--- config.mk ---
export PLATFORM = sky130hd
export DESIGN_NAME = pipe_retire_monitor
export DESIGN_NICKNAME = d
export VERILOG_FILES = /design/src/rtl/pipe_retire_monitor.sv
export SDC_FILE = /design/constraint.sdc
export NUM_CORES = 1
export LEC_CHECK = 0
export BUFFER_PORTS_ARGS = -buffer_cell sky130_fd_sc_hd__buf_2
export CORE_MARGIN = 2
export CORE_UTILIZATION = 50
export DETAILED_ROUTE_END_ITERATION = 7
export GPL_TIMING_DRIVEN = 0
export PLACE_DENSITY_LB_ADDON = 0.08
export SYNTH_ARGS = -nofsm -noshare
export SYNTH_HDL_FRONTEND = slang
export SYNTH_SLANG_ARGS = --single-unit
export TNS_END_PERCENT = 50
--- constraint.sdc ---
create_clock -name clock -period 13.55 [get_ports clock]
set_input_delay 2.71 -clock clock [delete_from_list [all_inputs] [get_ports clock]]
set_output_delay 2.71 -clock clock [all_outputs]
set_load 0.01 [all_outputs]
--- src/rtl/pipe_retire_monitor.sv ---
// Writeback-stage retirement monitor and run controller for the Y86 pipeline.
// Counts activity, records retired PCs and latches a sticky RUN/HALTED/FAULT state.
module pipe_retire_monitor #(
  parameter int CNT_W      = 32,
  parameter int HIST_DEPTH = 8,
  parameter int HIST_AW    = 3,
  parameter int PC_W       = 64
) (
  input  logic               clock,
  input  logic               reset_n,
  input  logic [1:0]         W_stat,
  input  logic [3:0]         W_in_code,
  input  logic [PC_W-1:0]    W_pc,
  input  logic               F_st,
  input  logic               D_bub,
  input  logic               E_bub,
  input  logic               clear,
  input  logic               restart,
  output logic               run,
  output logic               halted,
  output logic               fault,
  output logic [1:0]         final_stat,
  output logic [PC_W-1:0]    fault_pc,
  output logic [CNT_W-1:0]   cycle_cnt,
  output logic [CNT_W-1:0]   retire_cnt,
  output logic [CNT_W-1:0]   stall_cnt,
  output logic [CNT_W-1:0]   bubble_cnt,
  input  logic [HIST_AW-1:0] hist_rd_idx,
  output logic [PC_W-1:0]    hist_rd_pc,
  output logic [HIST_AW:0]   hist_count
);

  localparam logic [1:0] ST_RUN    = 2'd0;
  localparam logic [1:0] ST_HALTED = 2'd1;
  localparam logic [1:0] ST_FAULT  = 2'd2;

  localparam logic [1:0] STAT_AOK = 2'd0;
  localparam logic [1:0] STAT_HLT = 2'd1;

  localparam logic [HIST_AW:0] DEPTH_FULL = (HIST_AW+1)'(HIST_DEPTH);

  logic [1:0]         state_q, state_d;
  logic [1:0]         finalStat_q, finalStat_d;
  logic [PC_W-1:0]    faultPc_q, faultPc_d;
  logic [CNT_W-1:0]   cycleCnt_q, cycleCnt_d;
  logic [CNT_W-1:0]   retireCnt_q, retireCnt_d;
  logic [CNT_W-1:0]   stallCnt_q, stallCnt_d;
  logic [CNT_W-1:0]   bubbleCnt_q, bubbleCnt_d;
  logic [HIST_AW-1:0] wrPtr_q, wrPtr_d;
  logic [HIST_AW:0]   histCount_q, histCount_d;
  logic [PC_W-1:0]    hist_q [HIST_DEPTH];

  logic               inRun;
  logic               retire;
  logic               push;
  logic [1:0]         bubbleInc;
  logic [HIST_AW-1:0] rdAddr;

  // Saturating add; a +2 step from max-1 clamps at max.
  function automatic logic [CNT_W-1:0] satAdd(input logic [CNT_W-1:0] c,
                                              input logic [1:0] inc);
    logic [CNT_W:0] sum;
    sum = {1'b0, c} + (CNT_W+1)'(inc);
    return sum[CNT_W] ? {CNT_W{1'b1}} : sum[CNT_W-1:0];
  endfunction

  assign inRun     = (state_q == ST_RUN);
  assign retire    = inRun && ((W_stat == STAT_AOK) || (W_stat == STAT_HLT)) && (W_in_code != 4'h1);
  assign push      = retire && !clear;
  assign bubbleInc = {1'b0, D_bub} + {1'b0, E_bub};

  always_comb begin
    state_d     = state_q;
    finalStat_d = finalStat_q;
    faultPc_d   = faultPc_q;
    case (state_q)
      ST_RUN: begin
        if (W_stat == STAT_HLT) begin
          state_d     = ST_HALTED;
          finalStat_d = W_stat;
        end else if (W_stat != STAT_AOK) begin
          state_d     = ST_FAULT;
          finalStat_d = W_stat;
          faultPc_d   = W_pc;
        end
      end
      ST_HALTED, ST_FAULT: begin
        if (restart) state_d = ST_RUN;
      end
      default: state_d = ST_RUN;
    endcase
  end

  // Counters only move while running; clear wins over any same-cycle event.
  always_comb begin
    cycleCnt_d  = cycleCnt_q;
    retireCnt_d = retireCnt_q;
    stallCnt_d  = stallCnt_q;
    bubbleCnt_d = bubbleCnt_q;
    wrPtr_d     = wrPtr_q;
    histCount_d = histCount_q;
    if (clear) begin
      cycleCnt_d  = '0;
      retireCnt_d = '0;
      stallCnt_d  = '0;
      bubbleCnt_d = '0;
      wrPtr_d     = '0;
      histCount_d = '0;
    end else if (inRun) begin
      cycleCnt_d  = satAdd(cycleCnt_q, 2'd1);
      bubbleCnt_d = satAdd(bubbleCnt_q, bubbleInc);
      if (F_st) stallCnt_d = satAdd(stallCnt_q, 2'd1);
      if (retire) begin
        retireCnt_d = satAdd(retireCnt_q, 2'd1);
        wrPtr_d     = wrPtr_q + HIST_AW'(1);
        if (histCount_q != DEPTH_FULL) histCount_d = histCount_q + (HIST_AW+1)'(1);
      end
    end
  end

  always_ff @(posedge clock or negedge reset_n) begin
    if (!reset_n) begin
      state_q     <= ST_RUN;
      finalStat_q <= '0;
      faultPc_q   <= '0;
      cycleCnt_q  <= '0;
      retireCnt_q <= '0;
      stallCnt_q  <= '0;
      bubbleCnt_q <= '0;
      wrPtr_q     <= '0;
      histCount_q <= '0;
    end else begin
      state_q     <= state_d;
      finalStat_q <= finalStat_d;
      faultPc_q   <= faultPc_d;
      cycleCnt_q  <= cycleCnt_d;
      retireCnt_q <= retireCnt_d;
      stallCnt_q  <= stallCnt_d;
      bubbleCnt_q <= bubbleCnt_d;
      wrPtr_q     <= wrPtr_d;
      histCount_q <= histCount_d;
    end
  end

  // History payload needs no reset: entries beyond hist_count are never read out.
  always_ff @(posedge clock) begin
    if (push) hist_q[wrPtr_q] <= W_pc;
  end

  assign rdAddr     = wrPtr_q - HIST_AW'(1) - hist_rd_idx;
  assign hist_rd_pc = ({1'b0, hist_rd_idx} < histCount_q) ? hist_q[rdAddr] : '0;

  assign run        = (state_q == ST_RUN);
  assign halted     = (state_q == ST_HALTED);
  assign fault      = (state_q == ST_FAULT);
  assign final_stat = finalStat_q;
  assign fault_pc   = faultPc_q;
  assign cycle_cnt  = cycleCnt_q;
  assign retire_cnt = retireCnt_q;
  assign stall_cnt  = stallCnt_q;
  assign bubble_cnt = bubbleCnt_q;
  assign hist_count = histCount_q;

endmodule
==> metrics, run 1 <==
Slew HR 0.08962; switch share 0.2856; htree depth 3; Routed Antenna Nets 0; Pre-Repair DR Iteration Count 6; Synth Flop Type edfxtp_1; Layout Utilization 0.6025; register area share after synthesis 0.6895; Hold WC Path Type flop to flop; Hold-fix buffers, CTS 0; Clk pin slew, worst setup/hold paths approximately 0.060 ns; largest net degree at the start of global routing roughly 110; PwrDens between 150 and 200 mW/mm²; post-CTS setup buffer count 0; CTS Buf Count 74; CP Max Fanout 10; Hold Crit Endpoint final_stat[0]$_DFFE_PN0P_; Worst path max stage delay 0.74 ns; Final setup viols 0; Placed Instances 3,079; CTS tree yes; clock share of power 0.333; commonest non-fill, non-tap cell in the layout edfxtp_1; Final Critical Period approximately 8.6 ns; first-pass GRT wire length 115,500 µm; Min-Delay Startpoint final_stat[0]$_DFFE_PN0P_; Layout area overhead 19.41%; via count 19,100; core region area between 0.05 and 0.06 mm²; Mapped Area 0.02967 mm²; CP Cell Sequence buf_2, inv_1, ha_1, fa_1, xnor2_1, xor2_2, clkbuf_1, nand2_1, a21oi_1, buf_2; pre-CTS setup slack 4.885 ns; Logic pwr share 0.234; Tightest Pin Transition 1.353 ns; Routed WL 77,550 µm; RSZ-0062 raised after global routing false; Worst Setup SP hist_rd_idx[0]; 1st-iter DRT viols 1,486; Synth area leaders edfxtp_1 (52%), dfrtp_1 (17%), mux4_2 (9.7%), nand2_1 (2.5%), mux2_2 (2.5%); Net Switching 1706 µW; insertion delay to the later sink of the worst-skew pair 0.61 ns; # IOs 345; count of nets after finishing approximately 2,500; CP Capture Type output pin; critical path arrival 5.93 ns; cell-internal power 4269 µW; flops & latches, synth 715; buffer and inverter count on the worst path 4; Finished Layout Cells between 3,000 and 4,000; root buffer cell clkbuf_16; pins over their slew limit 0; Hold Path Depth 2; EDFF count, synth 512; R2R depth 11; DRC 0; Final Cycle Share 0.6375; Starting Density 0.5046; worst r2r dst hist_q[4][26]$_DFFE_PP_; Seq pwr share 0.433; antenna violations before repair 4; Tot Pwr around 6000 µW; Critical Path Source Type primary input; CTS resizes 0; max-cap check violation count 0; critical path class primary input to output pin; drt wl/cell 24.10 µm; synthesized net count 2,022; status complete, no violations; clock buffer depth 3; FF-to-FF setup slack between 9 and 10 ns; Static Leak between 0.01 and 0.015 µW; Syn Area/Cell between 15 and 20 µm²; Die X about 250 µm; dpl cell area 0.03308 mm²; Vias/cell about 5.9; Setup Skew 0.01991 ns; RR Startpoint state_q[0]$_DFFE_PN0P_; top-area cell type share of the netlist area 0.5183; Yosys top cell by area edfxtp_1; Peak VDD IR ~0.11 mV; fin worst setup slack 4.912 ns; vias in the first global route 18,730; achievable frequency 0.1158 GHz; share of flip-flops with an asynchronous set or reset 0.2839; # port buffers 343; clk sinks 715; CP Data Required Time between 10 and 15 ns; cell family with most CP delay XOR/XNOR gates; gpl congestion 0.8994; total track usage 0.2542; endpoints failing hold 0; die height 247.6 µm; die area 0.06130 mm²; share of layout cells above drive strength 1 0.2962; cells after synthesis roughly 1,900; yosys synthesis warning count 0; Synth cell types between 60 and 70; HPWL after DPL ~52,000 µm; Rows 89; Final Cell Area 0.03542 mm²; total grt overflow 0; CP max stage cell xor2_2; CP dominant cell by count buf_2; highest-count cells in the layout ignoring fill and taps edfxtp_1 (512), buf_2 (360), dfrtp_1 (203), nand2_1 (199), mux4_2 (128)
-- worst register-to-register path, cell delays in order (launching register included) --
cell and delay [ns]:
dfrtp_1 0.40, inv_1 0.09, ha_1 0.32, nand2b_1 0.18
nor2_1 0.23, clkbuf_1 0.47, clkbuf_1 0.46, nand3_1 0.40
nor3_2 0.58, buf_4 0.33, buf_6 0.20, buf_6 0.18
-- per-layer routing --
layer | vias up | global-route usage | share of wire
met4 | 4 | 0.06640 | 0.020
met5 | - | 0 | 0.00036
li1 | 8528 | - | -
met2 | 648 | 0.4161 | 0.49
met3 | 120 | 0.05644 | 0.075
met1 | 9804 | 0.3477 | 0.41
-- cells by family (layout without fill, tap and decap cells) --
family,after synthesis,in the layout,synth area share
compound gates,269,269,0.05698
fa+ha+maj,15,15,0.006833
simple gates,587,587,0.09962
mux,212,212,0.1283
buf+inv,121,638,0.01645
xor+xnor,8,8,0.002362
other cells,0,1,0
flops,715,715,0.6895
-- registers in the layout (all words and copies together) (netlist names) --
name / flops
hist_count: 4
wrPtr_q: 3
stall_cnt: 32
retire_cnt: 32
cycle_cnt: 32
fault_pc: 64
state_q: 2
hist_q: 512
final_stat: 2
bubble_cnt: 32
-- cell usage after synthesis (all sizes together) (3+ instances only) --
master	instances
mux2	65
a21oi	105
xnor2	6
a31oi	49
inv	24
dfrtp	203
or3	3
nand2b	4
a311oi	17
buf	21
a41o	5
nor2	105
a211oi	31
nor3b	3
ha	13
and3	46
mux4	128
nor2b	3
o21a	3
and4	28
mux2i	19
nand4	32
nand3	49
nand2	199
edfxtp	512
nor3	63
or4	5
clkbuf	76
nor4	29
o21ai	39
a41oi	8
and2	10
-- power by group through the flow --
stage	Sequential, µW	Combinational, µW	Clock [µW]
CTS	2590	1430	2020
finish	2590	1400	1990
global route	2610	1520	2110
detailed placement	2630	1430	0
global placement	2640	1380	0
floorplan	2680	830	0
-- worst max path at each step --
stage                                   end  slack, ns  depth (start not counted)
global route                 hist_rd_pc[46]       4.79                         10
floorplan            hist_q[4][0]$_DFFE_PP_       4.86                          6
finish                       hist_rd_pc[46]       4.91                         10
CTS                          hist_rd_pc[46]       4.88                         10
global placement    hist_q[4][11]$_DFFE_PP_      -0.44                          7
detailed placement           hist_rd_pc[46]       4.88                         10
-- cell type report --
cell class	count	area (µm²)
Buffer	97	397.9
Antenna cell	1	2.502
Sequential cell	715	20450
Multi-Input combinational cell	1091	8797
Timing Repair Buffer	379	2370
Tap cell	773	967.2
Fill cell	4576	23370
Clock buffer	104	1996
Inverter	24	90.09
Clock inverter	34	349.1
-- metrics by stage --
step	TNS, ns	hold WS, ns
finish	0	0.4866
global route	0	0.5035
CTS	0	0.4909
detailed placement	0	0.4703
global placement	-35.07	0.4649
floorplan	0	0.4913
(Power assumes the default switching activity.)
==> run 2, diff against run 1 <==
--- a/config.mk
+++ b/config.mk
@@ -5,6 +5,7 @@
 export SDC_FILE = /design/constraint.sdc
 export NUM_CORES = 1
 export LEC_CHECK = 0
+export ABC_AREA = 1
 export BUFFER_PORTS_ARGS = -buffer_cell sky130_fd_sc_hd__buf_2
 export CORE_MARGIN = 2
 export CORE_UTILIZATION = 50
==> constraint.sdc (replaced) <==
create_clock -name clock -period 8.4 [get_ports clock]
set_input_delay 1.68 -clock clock [delete_from_list [all_inputs] [get_ports clock]]
set_output_delay 1.68 -clock clock [all_outputs]
set_load 0.01 [all_outputs]
==> run 2 against run 1 <==
Sequential share of layout area fell by 4.7 points; highest routed layer unchanged; largest power group unchanged; critical path depth rose by 3; synthesized area rose by 10%; register-to-register slack got worse by 5.0 ns; critical path type unchanged; critical endpoint is now hist_rd_pc[0]; clock skew rose by 0.0090 ns; die area rose by 10%; hold slack improved by 0.010 ns; largest cell class unchanged; clock-buffer cell count rose by 4; flip-flop and latch count did not move.
==> metrics, run 2 <==
Routed WL 91,560 µm; RSZ-0062 raised after global routing false; Die X 259.6 µm; post-CTS setup buffer count 0; htree depth 3; die area 0.06740 mm²; Clk pin slew, worst setup/hold paths 0.05 ns; Slew HR 0.2257; highest-count cells in the layout ignoring fill and taps nand2_1 (1,137), nor2_1 (640), edfxtp_1 (512), buf_2 (422), nand3_1 (252); core region area roughly 0.065 mm²; EDFF count, synth 512; Setup Skew 0.02892 ns; DRC 0; antenna violations before repair 1; Mapped Area 0.03267 mm²; first-pass GRT wire length 140,000 µm; Synth Flop Type edfxtp_1; critical path arrival 4.71 ns; Critical Path Source Type primary input; Static Leak 0.01608 µW; Rows 93; Hold WC Path Type flop to flop; share of layout cells above drive strength 1 0.1755; cell-internal power 6966 µW; clk sinks 715; Synth area leaders edfxtp_1 (47%), dfrtp_1 (16%), nand2_1 (13%), nor2_1 (7.4%), nand3_1 (3.9%); largest net degree at the start of global routing just under 80; multi-input logic area between 0.01 and 0.015 mm²; cells after synthesis 3,455; flops & latches, synth a little over 700; 1st-iter DRT viols roughly 2,000; synthesized net count 3,550; Seq pwr share 0.401; vias in the first global route about 24,000; total grt overflow 0; Final Critical Period 6.387 ns; top-area cell type share of the netlist area 0.4706; register area share after synthesis 0.6261; CP Data Required Time approximately 6.7 ns; Starting Density 0.5059; status complete, no violations; PwrDens 269.9 mW/mm²; WHS 0.4965 ns; Vias/cell between 5 and 6; CTS tree yes; CP Max Fanout 10; Logic pwr share 0.271; total track usage 0.2722; insertion delay to the later sink of the worst-skew pair 0.63 ns; # IOs 345; Layout area overhead 18.01%; endpoints failing hold 0; Net Switching 3440 µW; top post-synthesis cells by count nand2_1 (1,137), nor2_1 (648), edfxtp_1 (512), nand3_1 (252), dfrtp_1 (203); Seq. cell area slightly above 0.02 mm²; # port buffers 343; Syn Area/Cell between 9 and 10 µm²; max-cap check violation count 0; via count 25,280; HPWL after DPL 63,280 µm; achievable frequency approximately 0.16 GHz; Synth cell types 41; pins over their slew limit 0; Tot Pwr 10,410 µW; Hold-fix buffers, CTS 0; clock buffer depth 3; Final Cycle Share 0.7603; switch share 0.3306; Tightest Pin Transition about 1.2 ns; clock share of power 0.328; most frequent cell after synthesis nand2_1; gpl congestion 0.9313; max reg flops between 500 and 600; root buffer cell clkbuf_16; Pre-Repair DR Iteration Count 6; Final setup viols 0; Yosys top cell by area edfxtp_1; CTS resizes 0; Routed Antenna Nets 0; CP Capture Type output pin; die height roughly 260 µm; count of nets after finishing 3,993; yosys synthesis warning count 0; commonest non-fill, non-tap cell in the layout nand2_1; drt wl/cell 19.01 µm; CTS Buf Count 77; Filler cells 5,636; share of flip-flops with an asynchronous set or reset 0.2839; largest register by flop count hist_q; critical path class primary input to output pin; Peak VDD IR approximately 0.17 mV
-- run 2: metrics by stage --
| stage | TNS [ns] | instances | cell area [µm²] | utilization | setup WS, ns |
|---|---|---|---|---|---|
| finish | 0 | 4816 | 38550 | 0.5970 | 2.013 |
| global placement | -121.98 | 4653 | 35460 | 0.5490 | -0.3606 |
| global route | 0 | 4815 | 38550 | 0.5969 | 1.919 |
| detailed placement | 0 | 4674 | 36010 | 0.5576 | 2.008 |
| floorplan | 0 | 3455 | 32670 | - | 2.943 |
| CTS | 0 | 4815 | 38550 | 0.5969 | 1.991 |
-- run 2: cell families (layout without fill, tap and decap cells) --
group / Yosys count / in the layout / share of synthesized area
fa+ha+maj: 15 / 15 / 0.006205
compound gates: 252 / 252 / 0.04347
flops: 715 / 715 / 0.6261
other cells: 0 / 1 / 0
mux: 64 / 64 / 0.02206
simple gates: 2094 / 2094 / 0.2579
buf+inv: 292 / 797 / 0.03811
xor+xnor: 23 / 23 / 0.006166
-- run 2: worst paths after layout --
check | startpoint | end | slack (ns) | depth (start not counted)
worst min-delay path | fault_pc[9]$_DFFE_PN0P_ | fault_pc[9]$_DFFE_PN0P_ | 0.50 | 1
worst max register to register | state_q[0]$_DFFE_PN0P_ | hist_q[5][39]$_DFFE_PP_ | 4.44 | 11
worst max-delay path | hist_rd_idx[0] | hist_rd_pc[0] | 2.01 | 13
worst min register to register | fault_pc[9]$_DFFE_PN0P_ | fault_pc[9]$_DFFE_PN0P_ | 0.50 | 1
min in group asynchronous | reset_n | retire_cnt[25]$_DFFE_PN0P_ | 0.97 | 1
max in group asynchronous | reset_n | fault_pc[19]$_DFFE_PN0P_ | 6.26 | 3
-- run 2: metal layers --
metal,wire (µm),vias up,GRT usage
met5,13,-,0
met4,2265,2,0.07791
met3,6175,132,0.04591
met2,43900,842,0.4527
met1,39210,11990,0.3696
li1,-,12320,-
-- run 2: final cells by class --
type | count | area share
antenna | 1 | 0.00006491
inverter | 145 | 0.01412
clock buffer | 108 | 0.05673
buffer | 147 | 0.01817
sequential | 715 | 0.5306
tap | 855 | 0.02775
multi-input combinational | 2448 | 0.2861
clock inverter | 33 | 0.009087
timing repair buffer | 364 | 0.05744
-- run 2: worst max-delay path, stage by stage --
cell     delay [ns]
buf_2          0.11
inv_1          0.05
ha_1           0.20
fa_1           0.71
buf_2          0.41
buf_4          0.30
buf_4          0.23
buf_2          0.30
o21ai_0        0.14
nand2_1        0.08
nand2_1        0.05
nor2_1         0.24
buf_2          0.20
-- run 2: power by group through the flow --
| stage | clock, µW | combinational, µW | sequential (µW) |
|---|---|---|---|
| floorplan | 0 | 1570 | 4330 |
| global placement | 0 | 2790 | 4250 |
| detailed placement | 0 | 2840 | 4240 |
| CTS | 3470 | 2850 | 4170 |
| global route | 3600 | 3120 | 4200 |
| finish | 3410 | 2820 | 4170 |
